[src/rtl/sram_1rw_arb_ctrl.sv]
// Zero-fill sequencer and write-priority arbiter for a single-port
// masked SRAM macro; reads are guaranteed a slot after a bounded run of writes.
`timescale 1ns/1ps
module sram_1rw_arb_ctrl #(
  parameter int DEPTH        = 512,
  parameter int ADDR_W       = 9,
  parameter int DATA_W       = 210,
  parameter int MASK_W       = 10,
  parameter int STARVE_LIMIT = 4
) (
  input  logic              clock,
  input  logic              reset_n,
  input  logic              w_valid,
  output logic              w_ready,
  input  logic [ADDR_W-1:0] w_addr,
  input  logic [MASK_W-1:0] w_mask,
  input  logic [DATA_W-1:0] w_data,
  input  logic              r_valid,
  output logic              r_ready,
  input  logic [ADDR_W-1:0] r_addr,
  output logic              resp_valid,
  output logic [DATA_W-1:0] resp_data,
  output logic              init_done,
  output logic              sram_en,
  output logic              sram_wmode,
  output logic [ADDR_W-1:0] sram_addr,
  output logic [MASK_W-1:0] sram_wmask,
  output logic [DATA_W-1:0] sram_wdata,
  input  logic [DATA_W-1:0] sram_rdata
);

  localparam int SC_W = $clog2(STARVE_LIMIT + 1);

  typedef enum logic {
    INIT,
    RUN
  } state_t;

  state_t            state;
  state_t            state_nxt;
  logic [ADDR_W-1:0] init_cnt;
  logic [SC_W-1:0]   starve_cnt;
  logic              starved;
  logic              in_init;
  logic              gnt_w;
  logic              gnt_r;

  assign in_init = (state == INIT);
  assign starved = (starve_cnt == SC_W'(STARVE_LIMIT));
  assign gnt_w   = !in_init && w_valid && !(r_valid && starved);
  assign gnt_r   = !in_init && r_valid && !gnt_w;

  assign w_ready   = gnt_w;
  assign r_ready   = gnt_r;
  assign init_done = !in_init;
  assign resp_data = sram_rdata;

  always_ff @(posedge clock or negedge reset_n) begin
    if (!reset_n) begin
      state <= INIT;
    end else begin
      state <= state_nxt;
    end
  end

  always_comb begin
    state_nxt = state;
    unique case (state)
      INIT: begin
        if (init_cnt == ADDR_W'(DEPTH - 1)) begin
          state_nxt = RUN;
        end
      end
      RUN: state_nxt = RUN;
      default: state_nxt = INIT;
    endcase
  end

  always_ff @(posedge clock or negedge reset_n) begin
    if (!reset_n) begin
      init_cnt   <= '0;
      starve_cnt <= '0;
      resp_valid <= 1'b0;
    end else begin
      resp_valid <= gnt_r;
      if (in_init) begin
        init_cnt <= init_cnt + 1'b1;
      end
      // a read slot or an idle read side both end the starvation run
      if (in_init || gnt_r || !r_valid) begin
        starve_cnt <= '0;
      end else if (gnt_w && !starved) begin
        starve_cnt <= starve_cnt + 1'b1;
      end
    end
  end

  always_comb begin
    sram_en    = 1'b0;
    sram_wmode = 1'b0;
    sram_addr  = '0;
    sram_wmask = '0;
    sram_wdata = '0;
    unique case (1'b1)
      in_init: begin
        sram_en    = 1'b1;
        sram_wmode = 1'b1;
        sram_addr  = init_cnt;
        sram_wmask = '1;
      end
      gnt_w: begin
        sram_en    = 1'b1;
        sram_wmode = 1'b1;
        sram_addr  = w_addr;
        sram_wmask = w_mask;
        sram_wdata = w_data;
      end
      gnt_r: begin
        sram_en    = 1'b1;
        sram_addr  = r_addr;
      end
      default: ;
    endcase
  end

endmodule

[config.mk]
export PLATFORM = sky130hd
export DESIGN_NAME = sram_1rw_arb_ctrl
export DESIGN_NICKNAME = d
export VERILOG_FILES = /design/src/rtl/sram_1rw_arb_ctrl.sv
export SDC_FILE = /design/constraint.sdc
export NUM_CORES = 1
export LEC_CHECK = 0
export ABC_AREA = 1
export CAP_MARGIN = 5
export CORE_AREA = 2 2 350 352
export CTS_BUF_LIST = sky130_fd_sc_hd__clkbuf_4 sky130_fd_sc_hd__clkbuf_8
export CTS_CLUSTER_SIZE = 14
export DETAILED_ROUTE_END_ITERATION = 6
export DIE_AREA = 0 0 352 354
export GPL_TIMING_DRIVEN = 0
export PLACE_DENSITY = 0.3
export SYNTH_ARGS = -nofsm -noshare
export SYNTH_HDL_FRONTEND = slang
export SYNTH_SLANG_ARGS = --single-unit
[constraint.sdc]
create_clock -name clock -period 2.3 [get_ports clock]
set_clock_uncertainty 0.2 [all_clocks]
set_input_delay 0.46 -clock clock [delete_from_list [all_inputs] [get_ports clock]]
set_output_delay 0.46 -clock clock [all_outputs]
set_load 0.01 [all_outputs]
==> impl_metrics.tcl <==
set metrics [dict create \
    status "finished with violations" \
    violations "setup timing" \
    rows 128 \
    crit_end "sram_wdata[206]" \
    wl_um 57300 \
    worst_pin_slew_ns 0.719 \
    final_area_sq_um 16000 \
    min_path_type "flip-flop to flip-flop" \
    required_ns 1.64 \
    start_util 0.0360 \
    synth_top_area_frac 0.364 \
    port_buffers 686 \
    h-tree-depth 1 \
    area_growth_pct 267 \
    drt_iter0_markers 165 \
    endpoint_kind "output pin" \
    gr-total-overflow 0 \
    die-area_sq_um 125000 \
    setup_tns_ns -46.64 \
    io_pins 897 \
    yosysMostFrequentCell "inv_1" \
    netlist_area_sq_um 4350 \
    period_share 1.17 \
    ys.flop_type "dfrtp_1" \
    cap_violations 0 \
    synth_cells 791 \
    dp_hpwl_um 51000 \
    cp_max_fo 5 \
    cts_made_buffers 3 \
    grt_pass1_vias 7612 \
    core-area_sq_um 121000 \
    synthTopCellsByArea "buf_4 (36%), inv_1 (19%), nor2_1 (19%)" \
    place.gp.congestion 0.819 \
    yosys_warnings 0 \
    cts.path.max_buffers 2 \
    syn_area_per_cell_sq_um 5.50 \
    grt_pass1_wl_um 71000 \
    route.detailed.drc 0 \
    vias 7436 \
    antenna_found_initial 25 \
    place_area_sq_um 13300 \
    fin_nets 2062 \
    drv_slew 0 \
    rsz0062_at_grt "yes" \
    peakVddDrop_v 0.000130 \
    wire_per_inst_um 17.7 \
    startpoint_type "flip-flop" \
    syn-num-nets 1247 \
    clock_latency_ns 0.25 \
    grt_max_degree 15 \
    crit_type "flip-flop to output pin" \
    cts_tree "done" \
    fin_ws_ns -0.382 \
    cts.sinks 14 \
    ant_nets 0 \
    async_flop_share 1.00 \
    crit_arrival_ns 2.02 \
    path_clk_slew_ns 0.06 \
    worst_slew_margin_rel 0.519 \
    grt_use_total 0.0849 \
    root_buffer "clkbuf_8" \
    setup.worst_path.start "starve_cnt[0]" \
    drt_first_pass_iters 4 \
    ys_seq_elements 14 \
    max_freq_mhz 373 \
    yosysSeqAreaShare 0.0805 \
    yosysTopAreaCell "buf_4" \
    synth_enable_flop_cells 0 \
    chipHeight_um 354 \
    p_leak_nw 7.50 \
    worstReg2RegEnd "init_cnt[8]" \
    min_period_ns 2.68 \
    routed_via_density 2.30 \
    die_width_um 352 \
    netlist_top_cells_count "inv_1 (222), nor2_1 (216), buf_4 (211), nand2_1 (52), nand3_1 (32)" \
    hold_viol 0 \
    r2r_start "init_cnt[0]" \
    ys_types 20 \
    r2r_slack_ns 0.59 \
    ctsHoldBuffers 0 \
    layout-drive-gt1-share 0.482 \
    whs_ns 0.317 \
    setup_viol 222 \
    p_per_area_nw_per_um2 121 \
    reg2regPathDepth 6 \
    finish.utilization 0.132 \
]
==> critical path, stage by stage, from the launching register on <==
cell,delay [ns]
dfrtp_1,0.35
inv_1,0.05
ha_2,0.19
nand3_4,0.09
nand2_8,0.08
buf_12,0.15
buf_16,0.16
buf_12,0.14
buf_4,0.13
buf_6,0.12
nor2_4,0.11
buf_8,0.15
==> state kept, by name (all words and copies together) (netlist names) <==
signal and flops:
init_done 1, init_cnt 9, resp_valid 1, starve_cnt 3
==> kinds of logic after synthesis <==
logic type	after synthesis	synth area share
buf+inv	462	0.618
simple gates	306	0.280
flops	14	0.0805
xor+xnor	5	0.0101
fa+ha+maj	4	0.0115
==> layer usage <==
| metal | GRT usage | up-vias | part of all wire |
|---|---|---|---|
| met5 | 0 | - | 0.0020 |
| met4 | 0.0129 | 18 | 0.013 |
| met3 | 0.0481 | 48 | 0.13 |
| met2 | 0.132 | 448 | 0.45 |
| met1 | 0.103 | 3327 | 0.41 |
| li1 | - | 3595 | - |
==> stage by stage <==
step	power (W)	cells	worst slack (ns)
finish	0.00193	3235	-0.382
global route	0.00202	3233	-0.478
CTS	0.00191	3181	-0.498
detailed placement	0.00162	3102	-1.43
global placement	0.00163	3102	-1.45
floorplan	0.000695	791	0.318
==> layout by cell type, fill, tap and decap left out, types with 20 or more instances in the layout <==
cell type,instances
nand2_1,47
buf_2,76
buf_6,171
clkdlybuf4s50_1,451
nor2_4,118
inv_1,221
nand3_1,26
buf_12,31
buf_4,250
buf_8,20
nor2_2,50
nor2_1,49
==> report_power, final <==
group,internal [W],switching [W],total (W)
Clock,0.000152,0.0000969,0.000249
Sequential,0.000246,0,0.000246
Combinational,0.000921,0.000510,0.00143
==> worst min-delay path by stage <==
stage | cells past startpoint | startpoint | slack (ns) | endpoint
floorplan | 0 | reset_n | -0.04 | init_cnt[0]
global placement | 1 | starve_cnt[0] | 0.26 | starve_cnt[0]
detailed placement | 1 | starve_cnt[0] | 0.26 | starve_cnt[0]
CTS | 2 | init_cnt[8] | 0.32 | init_cnt[8]
global route | 2 | init_cnt[2] | 0.37 | init_cnt[2]
finish | 2 | init_cnt[8] | 0.32 | init_cnt[8]
==> layout make-up <==
cell class              instances  area [sq um]
fillers                     14000        105000
repair buffers                816          8320
multi-input cells             315          2380
well taps                    1625          2030
plain buffers                 232          1980
inverters                     224           851
flip-flops and latches         14           350
clock buffers                   4          55.1
diodes                          5          12.5
==> repair_timing <==
action / 4_1_cts / 5_1_grt
pin swaps: 14 / 26
gates resized for setup: 927 / 605
buffers inserted: 71 / 55
cloned: 4 / 10
endpoints found under the setup margin: 233 / 233
(Power assumes the default switching activity.)
